<file path="config.mk">
export PLATFORM = sky130hd
export DESIGN_NAME = psum_accumulator
export DESIGN_NICKNAME = d
export VERILOG_FILES = /design/src/rtl/psum_acc_pkg.sv /design/src/rtl/sat_adder.sv /design/src/rtl/psum_accumulator.sv
export SDC_FILE = /design/constraint.sdc
export NUM_CORES = 1
export LEC_CHECK = 0
export ABC_AREA = 0
export CORE_MARGIN = 4
export CORE_UTILIZATION = 50
export DETAILED_ROUTE_END_ITERATION = 6
export GPL_ROUTABILITY_DRIVEN = 0
export GPL_TIMING_DRIVEN = 0
export PLACE_DENSITY = 0.76
export SLEW_MARGIN = 20
export SYNTH_ARGS = -nofsm -noshare
export SYNTH_HDL_FRONTEND = slang
export SYNTH_SLANG_ARGS = --single-unit
</file>
<file path="constraint.sdc">
create_clock -name clk -period 5.91 [get_ports clk]
set_clock_uncertainty 0.15 [all_clocks]
set_input_delay 1.182 -clock clk [delete_from_list [all_inputs] [get_ports clk]]
set_output_delay 1.182 -clock clk [all_outputs]
set_load 0.05 [all_outputs]
</file>
<file path="src/rtl/psum_acc_pkg.sv">
// Shared types and helpers for the partial-sum accumulator.
// Saturation is compiled in with PSUM_ACC_SAT_EN (see sat_adder).
package psum_acc_pkg;

  typedef enum logic [1:0] {
    IDLE  = 2'd0,
    ACCUM = 2'd1,
    HOLD  = 2'd2
  } acc_state_t;

  localparam int PSUM_W_DEF = 16;
  localparam int ACC_W_DEF  = 32;
  localparam int CNT_W_DEF  = 12;

  // Extends the low w bits of v to 64 bits; callers truncate to their width.
  function automatic logic [63:0] ext_psum(input logic [63:0] v,
                                           input int unsigned w,
                                           input logic sgn);
    logic [63:0] mask;
    logic        msb;
    mask = (w >= 64) ? '1 : ((64'd1 << w) - 64'd1);
    msb  = |(v & (64'd1 << (w - 1)));
    return (sgn && msb) ? (v | ~mask) : (v & mask);
  endfunction

endpackage

</file>
<file path="src/rtl/sat_adder.sv">
// W-bit adder with optional clamp; PSUM_ACC_SAT_EN enables saturation and
// overflow reporting, otherwise it wraps with ovf held low.
module sat_adder #(
  parameter int W = 32
) (
  input  logic [W-1:0] a,
  input  logic [W-1:0] b,
  input  logic         signed_mode,
  output logic [W-1:0] sum,
  output logic         ovf
);

  logic [W:0] raw;
  assign raw = {1'b0, a} + {1'b0, b};

`ifdef PSUM_ACC_SAT_EN
  logic s_ovf;
  logic u_ovf;

  always_comb begin
    s_ovf = (a[W-1] == b[W-1]) && (raw[W-1] != a[W-1]);
    u_ovf = raw[W];
    sum   = raw[W-1:0];
    ovf   = 1'b0;
    if (signed_mode) begin
      ovf = s_ovf;
      // Operands share a sign on overflow; clamp toward that sign.
      if (s_ovf) sum = a[W-1] ? {1'b1, {(W-1){1'b0}}} : {1'b0, {(W-1){1'b1}}};
    end else begin
      ovf = u_ovf;
      if (u_ovf) sum = '1;
    end
  end
`else
  logic unused_bits;
  assign unused_bits = ^{raw[W], signed_mode};
  assign sum = raw[W-1:0];
  assign ovf = 1'b0;
`endif

endmodule

</file>
<file path="src/rtl/psum_accumulator.sv">
// Temporal accumulator: sums acc_len beats of psum_in and holds the result
// on a valid/ready port. PSUM_ACC_SAT_EN selects saturating adds.
module psum_accumulator
  import psum_acc_pkg::*;
#(
  parameter int PSUM_W = PSUM_W_DEF,
  parameter int ACC_W  = ACC_W_DEF,
  parameter int CNT_W  = CNT_W_DEF
) (
  input  logic              clk,
  input  logic              reset,
  input  logic              in_valid,
  output logic              in_ready,
  input  logic [PSUM_W-1:0] psum_in,
  input  logic              psum_signed,
  input  logic [CNT_W-1:0]  acc_len,
  output logic              out_valid,
  input  logic              out_ready,
  output logic [ACC_W-1:0]  acc_out,
  output logic              ovf,
  output logic              busy
);

  acc_state_t       state_q, state_d;
  logic [ACC_W-1:0] acc_q, acc_d;
  logic [CNT_W-1:0] cnt_q, cnt_d;
  logic [CNT_W-1:0] len_q, len_d;
  logic             sgn_q, sgn_d;
  logic             ovf_q, ovf_d;
  logic             in_ready_q, out_valid_q, busy_q;

  logic             first;
  logic             beat;
  logic             sgn_eff;
  logic [CNT_W-1:0] len_eff;
  logic [CNT_W-1:0] cnt_inc;
  logic [ACC_W-1:0] beat_ext;
  logic [ACC_W-1:0] add_a;
  logic [ACC_W-1:0] add_sum;
  logic             add_ovf;

  // Mode and length come straight from the ports on a group's first beat.
  assign first    = (state_q == IDLE);
  assign beat     = in_valid & in_ready_q;
  assign sgn_eff  = first ? psum_signed : sgn_q;
  assign len_eff  = (acc_len == '0) ? CNT_W'(1) : acc_len;
  assign cnt_inc  = cnt_q + CNT_W'(1);
  assign beat_ext = ACC_W'(ext_psum(64'(psum_in), PSUM_W, sgn_eff));
  assign add_a    = first ? '0 : acc_q;

  sat_adder #(.W(ACC_W)) u_sat_adder (
    .a           (add_a),
    .b           (beat_ext),
    .signed_mode (sgn_eff),
    .sum         (add_sum),
    .ovf         (add_ovf)
  );

  always_comb begin
    state_d = state_q;
    acc_d   = acc_q;
    cnt_d   = cnt_q;
    len_d   = len_q;
    sgn_d   = sgn_q;
    ovf_d   = ovf_q;
    case (state_q)
      IDLE: begin
        if (beat) begin
          len_d   = len_eff;
          sgn_d   = psum_signed;
          acc_d   = add_sum;
          cnt_d   = CNT_W'(1);
          ovf_d   = add_ovf;
          state_d = (len_eff == CNT_W'(1)) ? HOLD : ACCUM;
        end
      end
      ACCUM: begin
        if (beat) begin
          acc_d = add_sum;
          cnt_d = cnt_inc;
          ovf_d = ovf_q | add_ovf;
          if (cnt_inc == len_q) state_d = HOLD;
        end
      end
      HOLD: begin
        if (out_ready) state_d = IDLE;
      end
      default: state_d = IDLE;
    endcase
  end

  always_ff @(posedge clk) begin
    if (reset) begin
      state_q     <= IDLE;
      acc_q       <= '0;
      cnt_q       <= '0;
      len_q       <= '0;
      sgn_q       <= 1'b0;
      ovf_q       <= 1'b0;
      in_ready_q  <= 1'b1;
      out_valid_q <= 1'b0;
      busy_q      <= 1'b0;
    end else begin
      state_q     <= state_d;
      acc_q       <= acc_d;
      cnt_q       <= cnt_d;
      len_q       <= len_d;
      sgn_q       <= sgn_d;
      ovf_q       <= ovf_d;
      in_ready_q  <= (state_d != HOLD);
      out_valid_q <= (state_d == HOLD);
      busy_q      <= (state_d != IDLE);
    end
  end

  assign in_ready  = in_ready_q;
  assign out_valid = out_valid_q;
  assign busy      = busy_q;
  assign acc_out   = acc_q;
  assign ovf       = ovf_q;

endmodule
</file>
# Word-level counts from Yosys, hierarchy flattened

Index checks and enable logic that the tools add are counted.

Input port bits: 33
Bits in registers: 62
Output and inout bits: 36

Bitwise gates (word level): 1
Reductions and logical operators: 9
Equality and inequality tests: 8
$add $sub $neg: 2
Mux-type cells: 13

Operators with widths:

| operator                                       | count |
|---|---|
| two-way mux 32 bit                             | 2 |
| two-way mux 12 bit                             | 3 |
| adder 32 bit                                   | 1 |
| one-hot mux 12 bit (2 select lines)            | 1 |
| adder 12 x 1 -> 12 bit, second input constant  | 1 |
| == test 12 x 1 -> 1 bit, second input constant | 1 |
| == test 12 bit                                 | 1 |
| logical NOT 12 bit                             | 1 |
| two-way mux 2 bit                              | 5 |
| one-hot mux 2 bit (3 select lines)             | 1 |
| == test 2 bit, second input constant           | 2 |
| != test 2 bit, second input constant           | 2 |
| AND reduction 2 bit                            | 2 |
| nonzero test 2 bit                             | 2 |
| AND reduction 3 bit                            | 1 |
| == test 2 x 1 -> 1 bit, second input constant  | 1 |
| logical NOT 2 bit                              | 1 |
| != test 2 x 1 -> 1 bit, second input constant  | 1 |
| OR reduction 2 bit                             | 1 |
| AND 1 bit                                      | 1 |
| logical AND 1 bit                              | 1 |
| two-way mux 1 bit                              | 1 |

# Longest topological paths before layout

Gate-level depths: netlist of the first run.

Depth after elaboration: 7
Depth in mapped cells: 16

# Cells and area by module

A second synthesis of the first run with hierarchy kept.

Cell total of the unflattened synthesis: 628
Area, all modules: 4624.4 um^2

Modules (own cells, without submodules):

| module           | times used | area an instance (um^2) | cells each |
|---|---|---|---|
| psum_accumulator | 1          | 2897.8                  | 384 |
| sat_adder        | 1          | 1726.7                  | 244 |

# Worst setup path before layout of the first run

OpenSTA, ideal clock, no wires.

Path kind: input -> register
From: input psum_signed
To: register acc_q[31], in the netlist acc_out[31]
Arrival: 4.198 ns
Cell stages on the path: 12
Path slack: 1.504 ns
Path buffers: 0
Setup time: 0.058 ns
Path through: nand2_1 > a21boi_0 > ha_1 > a21oi_1 > o21ai_0 > a31oi_1 > o21ai_0 > o41ai_4 > o21ai_2 > and3_1 > o2111ai_1 > o211a_1

Longest elaborated chain between the ends: 4

Ends and longest elaborated chain:

| element                | line                    | source |
|---|---|---|
| start: declaration     | psum_accumulator.sv:15  | `input logic psum_signed,` |
| two-way mux 1 bit      | psum_accumulator.sv:45  | `assign sgn_eff = first ? psum_signed : sgn_q;` |
| logical AND 1 bit      | psum_acc_pkg.sv:23      | `return (sgn && msb) ? (v \| ~mask) : (v & mask);` |
| two-way mux 32 bit     | psum_acc_pkg.sv:23      |  |
| adder 32 bit           | sat_adder.sv:14         | `assign raw = {1'b0, a} + {1'b0, b};` |
| end signal: assignment | psum_accumulator.sv:95  | `acc_q <= '0;` |
| end signal: assignment | psum_accumulator.sv:105 | `acc_q <= acc_d;` |
| end: declaration       | psum_accumulator.sv:25  | `logic [ACC_W-1:0] acc_q, acc_d;` |

No other way between the ends.
A chain may end at the register's enable or synchronous reset.

# Worst setup path after layout of the first run

From: register state_q[0]
To: register acc_q[31], in the netlist acc_out[31]

Longest elaborated chain between the ends: 5
Elaborated cells between the ends (all ways): 9

Ends and longest elaborated chain:

| element                  | line                                           | source |
|---|---|---|
| start: declaration       | psum_accumulator.sv:24                         | `acc_state_t state_q, state_d;` |
| start signal: assignment | psum_accumulator.sv:104                        | `state_q <= state_d;` |
| logical NOT 2 bit        | psum_accumulator.sv:43, psum_accumulator.sv:66 |  |
| two-way mux 1 bit        | psum_accumulator.sv:45                         |  |
| logical AND 1 bit        | psum_acc_pkg.sv:23                             |  |
| two-way mux 32 bit       | psum_acc_pkg.sv:23                             |  |
| adder 32 bit             | sat_adder.sv:14                                |  |

Parallel ways exist; a longest one is shown, timed or not.

==> impl_metrics.yaml, run 1 <==
outcome:
  run_status: "completed"
yosys:
  synth_warnings: 0
  synth_edf_count: 0
  ys_seq_elements: 62
  synth_top_family_by_area: "simple AND/OR/NAND/NOR gates"
  yosys.area_share.simple_pct: 28.46
  synthAdderAreaFrac_pct: 9.150
  yosysSeqAreaShare_pct: 27.02
  avgSynthCellArea_um2: 7.582
  syn_nets: 672
  synth.area.mux_share_pct: 0.2179
  synth_area_um2: 4594
  syn_inst: 606
  ys_async_sr_fraction_pct: 0
  synth_cell_types: 66
  synthXorXnorAreaFrac_pct: 7.053
  synth-compound-area-share_pct: 24.73
  synth_flop_cell: "dfxtp_1"
floorplanning:
  die_w_um: 103.9
  dieArea_um2: 10790
  initial_core_util_pct: 51.92
  die_h_um: 103.9
  coreArea_um2: 8848
  rows: 34
  num_io_pins: 69
power:
  p_int_w: 0.0008118
  irDropWorstVdd_mv: 0.1020
  p_seq_share_pct: 37.7
  finalPower_w: 0.001216
  power.net_switching_w: 0.0004043
  power.density_nw_per_um2: 215.7
  switching_share_pct: 33.24
  comb_power_share_pct: 26.3
  leakagePower_nw: 2.305
  clkPwrFrac_pct: 36.0
timing:
  timing_hold_violations_final: 0
  setup_tns_ps: 0
  worst_slack_ps: 1398
  tightest_slew_ps: 642.7
  setup_viol: 0
  slew_viol_final: 0
  fin_crit_ps: 4512
  fmax_mhz: 221.6
  min_period_over_period_pct: 76.34
  rsz0062_at_grt: "no"
  holdWs_ps: 311.0
  slew_headroom_pct: 57.15
hold_path:
  worstHoldPathType: "reg2reg"
  whs_path_depth: 2
  hold_end: "acc_out[22]$_SDFFE_PP0P_"
  hold_start: "acc_out[22]$_SDFFE_PP0P_"
global_route:
  grt_max_degree: 12
  grt_pass1_wl_um: 21500
  antenna_found_initial: 0
  grt_usage_pct: 23.90
  grt_pass1_vias: 4567
  gr-total-overflow: 0
placed_design:
  postPlaceCellArea_um2: 5415
  hpwl_um: 9524
  io_buffers: 67
  post-place-ws_ps: 1250
finish:
  antenna_cells: 0
  nNetsFinal: 751
  drive_gt1_share_pct: 6.087
  layout_commonest_cell: "nand2_1"
  final_cell_mix: "nand2_1, a21oi_1, clkdlybuf4s50_1, dfxtp_1, nor2_1"
  area_growth_pct: 22.71
  final_cell_area_um2: 5638
clock_tree:
  clock_path_buffers: 2
  cts_tree: "done"
  clkSlewWorstSetupHoldPaths_ps: 70
  root_buffer: "clkbuf_8"
  hold_buffers: 0
  htreeDepth: 3
  clock_latency_ps: 360
  cts_resized: 0
  post_cts_buffers: 0
  cts_sinks: 62
  numCtsBuffers: 9
detailed_routing:
  first_pass_iters: 6
  ant_nets: 0
  vias: 4627
  wire_per_inst_um: 16.07
  post-route-drc-count: 0
  drt-total-wl_um: 12820
  drt_iter0_markers: 191
  avgViaCountPerCell: 5.798
worst_setup_path:
  cp-end-kind: "flip-flop"
  crit_path_max_fanout: 10
  r2r_end: "acc_out[31]$_SDFFE_PP0P_"
  critPathRequiredTime_ps: 6000
  reg2reg_from: "state_q[0]$_SDFF_PP0_"
  r2r_cells: 16
  r2r_slack_ps: 1400
  critPathArrivalTime_ps: 4610
  crit_type: "reg2reg"
  critPathLaunchType: "flip-flop"
job:
  max_cap_violations: 0
metal layers:
metal / routed length (um) / up-vias / global-route usage [%]
met3: 739 / 28 / 5.400
met1: 5623 / 2152 / 29.51
met2: 6163 / 147 / 40.85
met4: 297 / 0 / 8.357
li1: - / 2300 / -
met5: 0 / - / 0
worst max path at each step:
stage / startpoint / to / slack (ps) / cells after the start
global route: state_q[0]$_SDFF_PP0_ / acc_out[31]$_SDFFE_PP0P_ / 1100 / 16
detailed placement: psum_signed / acc_out[31]$_SDFFE_PP0P_ / 1250 / 14
CTS: state_q[0]$_SDFF_PP0_ / acc_out[31]$_SDFFE_PP0P_ / 1410 / 16
finish: state_q[0]$_SDFF_PP0_ / acc_out[31]$_SDFFE_PP0P_ / 1400 / 16
floorplan: psum_signed / acc_out[31]$_SDFFE_PP0P_ / 1500 / 12
global placement: psum_in[15] / acc_out[31]$_SDFFE_PP0P_ / 30 / 12
sequential cells by signal, indices dropped and copies added, names as in the netlist:
register and count:
acc_out 32, state_q 2, cnt_q 12, busy 1
len_q 12, in_ready 1, out_valid 1, sgn_q 1
kinds of logic after synthesis:
family	after synthesis
compound gates	164
xor+xnor	37
fa+ha+maj	33
buf+inv	39
flops	62
mux	1
other cells	1
simple gates	269
synthesized netlist by cell type (all sizes together) (2+ instances only):
master   count  area share, %
o311ai       2           0.54
inv         10           0.82
nor3b        3           0.49
nand2      107            8.9
a21boi       2           0.33
nor2        43            3.6
o21ai       24            2.8
a211o        4           0.76
nand4        4           0.54
dfxtp       62             27
xnor2       22            4.2
xor2        15            2.9
a21o        18            3.0
nand2b       6           0.82
a21oi       75            8.5
nand3b       9            1.5
o21bai       3           0.49
clkbuf      23            1.9
and3         7           0.95
nor2b       34            4.6
o211ai       4           0.76
or3          5           0.68
nor4         5           0.82
o31ai        3           0.79
o21a         2           0.33
or2          2           0.27
and2         4           0.54
buf          6           0.60
a211oi       6            1.1
nor3        16            1.7
o2111ai      2           0.38
or4          2           0.33
ha          32            8.7
nand3       18            2.0
a31oi       10            1.7
cell type report:
type                    count  area (um^2)
well taps                 108        135.1
flip-flops and latches     62         1241
repair buffers             68        681.9
fillers                   790         3211
clock inverters             5        81.33
multi-input cells         505         3206
clock buffers              11        141.4
inverters                  10        37.54
plain buffers              29        113.9
critical path: stages, from the launching register on:
cell	delay, ps
dfxtp_1	300
clkbuf_1	150
nor2_1	490
clkbuf_1	490
nand2_1	140
a21boi_2	420
buf_6	220
ha_1	280
a21oi_1	100
o21ai_0	260
a31oi_1	130
o21ai_0	440
o41ai_4	130
o21ai_2	190
and3_1	230
o2111ai_1	130
o211a_1	150
power groups by stage:
stage                     Sequential (W)  Combinational (W)  Clock [W]
after floorplan                 0.000518           0.000165          0
after global placement          0.000467           0.000309          0
after detailed placement        0.000468           0.000317          0
after CTS                       0.000459           0.000319   0.000438
after global routing            0.000462           0.000348   0.000462
final                           0.000459           0.000320   0.000437
through the flow:
stage               util [%]  std cells
floorplan                  -        606
global placement       61.03        781
detailed placement     61.20        782
CTS                    63.72        798
global route           63.72        798
finish                 63.72        798
No activity file was read; power rests on OpenSTA's default activity.
==> run 2: changes to the inputs <==
PLACE_DENSITY = 0.79   (was 0.76)
clock period = 3.7 ns   (was 5.91 ns; I/O delays follow)
==> run 2 against run 1 <==
Compared with the run above:
- routed wire length increased by 1.3%
- largest cell class unchanged
- sequential power rose by 60%
- global-route usage is 0.20 points lower
- maximum frequency is 28% higher
- non-clock buffer count grew 2
- critical endpoint is now acc_out[24]$_SDFFE_PP0P_
- flip-flop and latch count stayed put
- critical path type unchanged
- setup slack got worse by 1200 ps
- clock power rose by 48%
- via count increased by 2.0%
- core utilization up 0.88 points
==> impl_metrics.yaml, run 2 (same netlist as run 1, synthesis figures left out) <==
floorplanning:
  dieArea_um2: 10790
  die_h_um: 103.9
  coreArea_um2: 8848
  die_w_um: 103.9
  initial_core_util_pct: 51.92
  num_io_pins: 69
  rows: 34
clock_tree:
  clock_path_buffers: 2
  clock_latency_ps: 350
  clkSlewWorstSetupHoldPaths_ps: 80
  htreeDepth: 3
  numCtsBuffers: 9
  cts_sinks: 62
  hold_buffers: 0
  root_buffer: "clkbuf_8"
  cts_tree: "done"
timing:
  fmax_mhz: 284.3
  tightest_slew_ps: 621.8
  fin_crit_ps: 3517
  holdWs_ps: 317.2
  slew_headroom_pct: 58.55
  min_period_over_period_pct: 95.05
  slew_viol_final: 0
  setup_tns_ps: 0
  timing_hold_violations_final: 0
  setup_viol: 0
job:
  max_cap_violations: 0
global_route:
  grt_usage_pct: 23.69
  grt_pass1_wl_um: 21360
  antenna_found_initial: 0
  gr-total-overflow: 0
  grt_pass1_vias: 4535
  grt_max_degree: 11
placed_design:
  hpwl_um: 9403
  io_buffers: 67
  postPlaceCellArea_um2: 5404
detailed_routing:
  drt_iter0_markers: 353
  wire_per_inst_um: 16.26
  avgViaCountPerCell: 5.905
  drt-total-wl_um: 13000
  post-route-drc-count: 0
  first_pass_iters: 5
  vias: 4718
  ant_nets: 0
finish:
  layout_commonest_cell: "nand2_1"
  final_util_pct: 64.59
  multiInputGateArea_um2: 3252
  drive_gt1_share_pct: 8.828
  regArea_um2: 1242
  nNetsFinal: 753
  area_growth_pct: 24.40
  final_cell_mix: "nand2_1, a21oi_1, clkdlybuf4s50_1, dfxtp_1, nor2_1"
  antenna_cells: 0
  largest_reg_flops: 32
  final_cell_area_um2: 5715
  fill_cells: 738
worst_setup_path:
  r2r_slack_ps: 180
  worst_path_largest_cell_delay_ps: 390
  crit_path_max_fanout: 10
  crit_type: "reg2reg"
  cp_slowest_cell: "dfxtp_1"
  critPathLaunchType: "flip-flop"
  critPathArrivalTime_ps: 3590
  crit_chain: "nor2_4, buf_6, nor2b_1, ha_1, a21o_1, o21a_1, o2111ai_1, o311ai_2, a21o_2, a31o_4, a31oi_4, mux2i_1, o311ai_1"
  cp-end-kind: "flip-flop"
  critPathRequiredTime_ps: 3780
hold_path:
  worstHoldPathType: "reg2reg"
power:
  power.density_nw_per_um2: 333.8
  irDropWorstVdd_mv: 0.1884
  leakagePower_nw: 2.349
outcome:
  run_status: "completed"
-- run 2: cell types whose count changed in the layout (fill, tap and decap cells not counted), sizes merged --
cell / delta
bufinv: -1
clkdlybuf4s50: -2
inv: -1
buf: +7
clkbuf: -4
dlymetal6s2s: +2
-- run 2: final cells by class --
cell class,instances,share of cell area [%]
well taps,108,2.364
repair buffers,72,12.61
multi-input cells,505,56.90
clock buffers,12,2.890
clock inverters,3,0.7443
inverters,10,0.6567
flip-flops and latches,62,21.74
plain buffers,27,2.102
-- run 2: routing by layer --
metal | global-route usage [%] | vias up | share of wire, %
li1 | - | 2306 | -
met1 | 31.36 | 2209 | 45
met2 | 38.53 | 168 | 47
met3 | 4.159 | 35 | 5.6
met4 | 9.022 | 0 | 2.4
met5 | 0 | - | 0
-- run 2: repair_timing --
action,4_1_cts,5_1_grt
pin swaps,1,5
endpoints found under the setup margin,15,9
buffers inserted,4,1
resized for setup,10,20
-- run 2: worst paths after layout --
path,startpoint,end,depth (start not counted)
hold reg to reg,acc_out[7]$_SDFFE_PP0P_,acc_out[7]$_SDFFE_PP0P_,2
hold / removal,acc_out[7]$_SDFFE_PP0P_,acc_out[7]$_SDFFE_PP0P_,2
setup reg to reg,state_q[1]$_SDFF_PP0_,acc_out[24]$_SDFFE_PP0P_,13
setup / recovery,state_q[1]$_SDFF_PP0_,acc_out[24]$_SDFFE_PP0P_,13
-- run 2: power breakdown --
part	internal (W)	total [W]	leakage [nW]	switching, W
Sequential	0.000705	0.000736	0.507	0.0000316
Clock	0.000362	0.000646	0.104	0.000285
Combinational	0.000202	0.000525	1.74	0.000323
-- run 2: through the flow --
step	std cells	worst slack (ps)	total power, W
after detailed placement	781	-950.8	0.001251
after global placement	781	-839.5	0.001240
after floorplan	606	71.83	0.001091
after global routing	799	-13.07	0.001981
after CTS	800	4.758	0.001901
final	799	183.1	0.001908
-- run 2: critical path: cells and delay by family, from the launching register on --
| family | cells | cell delay, ps |
|---|---|---|
| AO/OA/AOI/OAI | 8 | 1800 |
| flip-flops | 1 | 390 |
| adder cells (fa/ha/maj) | 1 | 360 |
| AND/OR/NAND/NOR | 2 | 310 |
| multiplexers | 1 | 200 |
| buffers and inverters | 1 | 190 |
==> run 3: changes to the inputs <==
CTS_CLUSTER_DIAMETER = 80   (was unset)
==> results of run 3 <==
Final layout, timing and power as in run 2 (identical DEF).
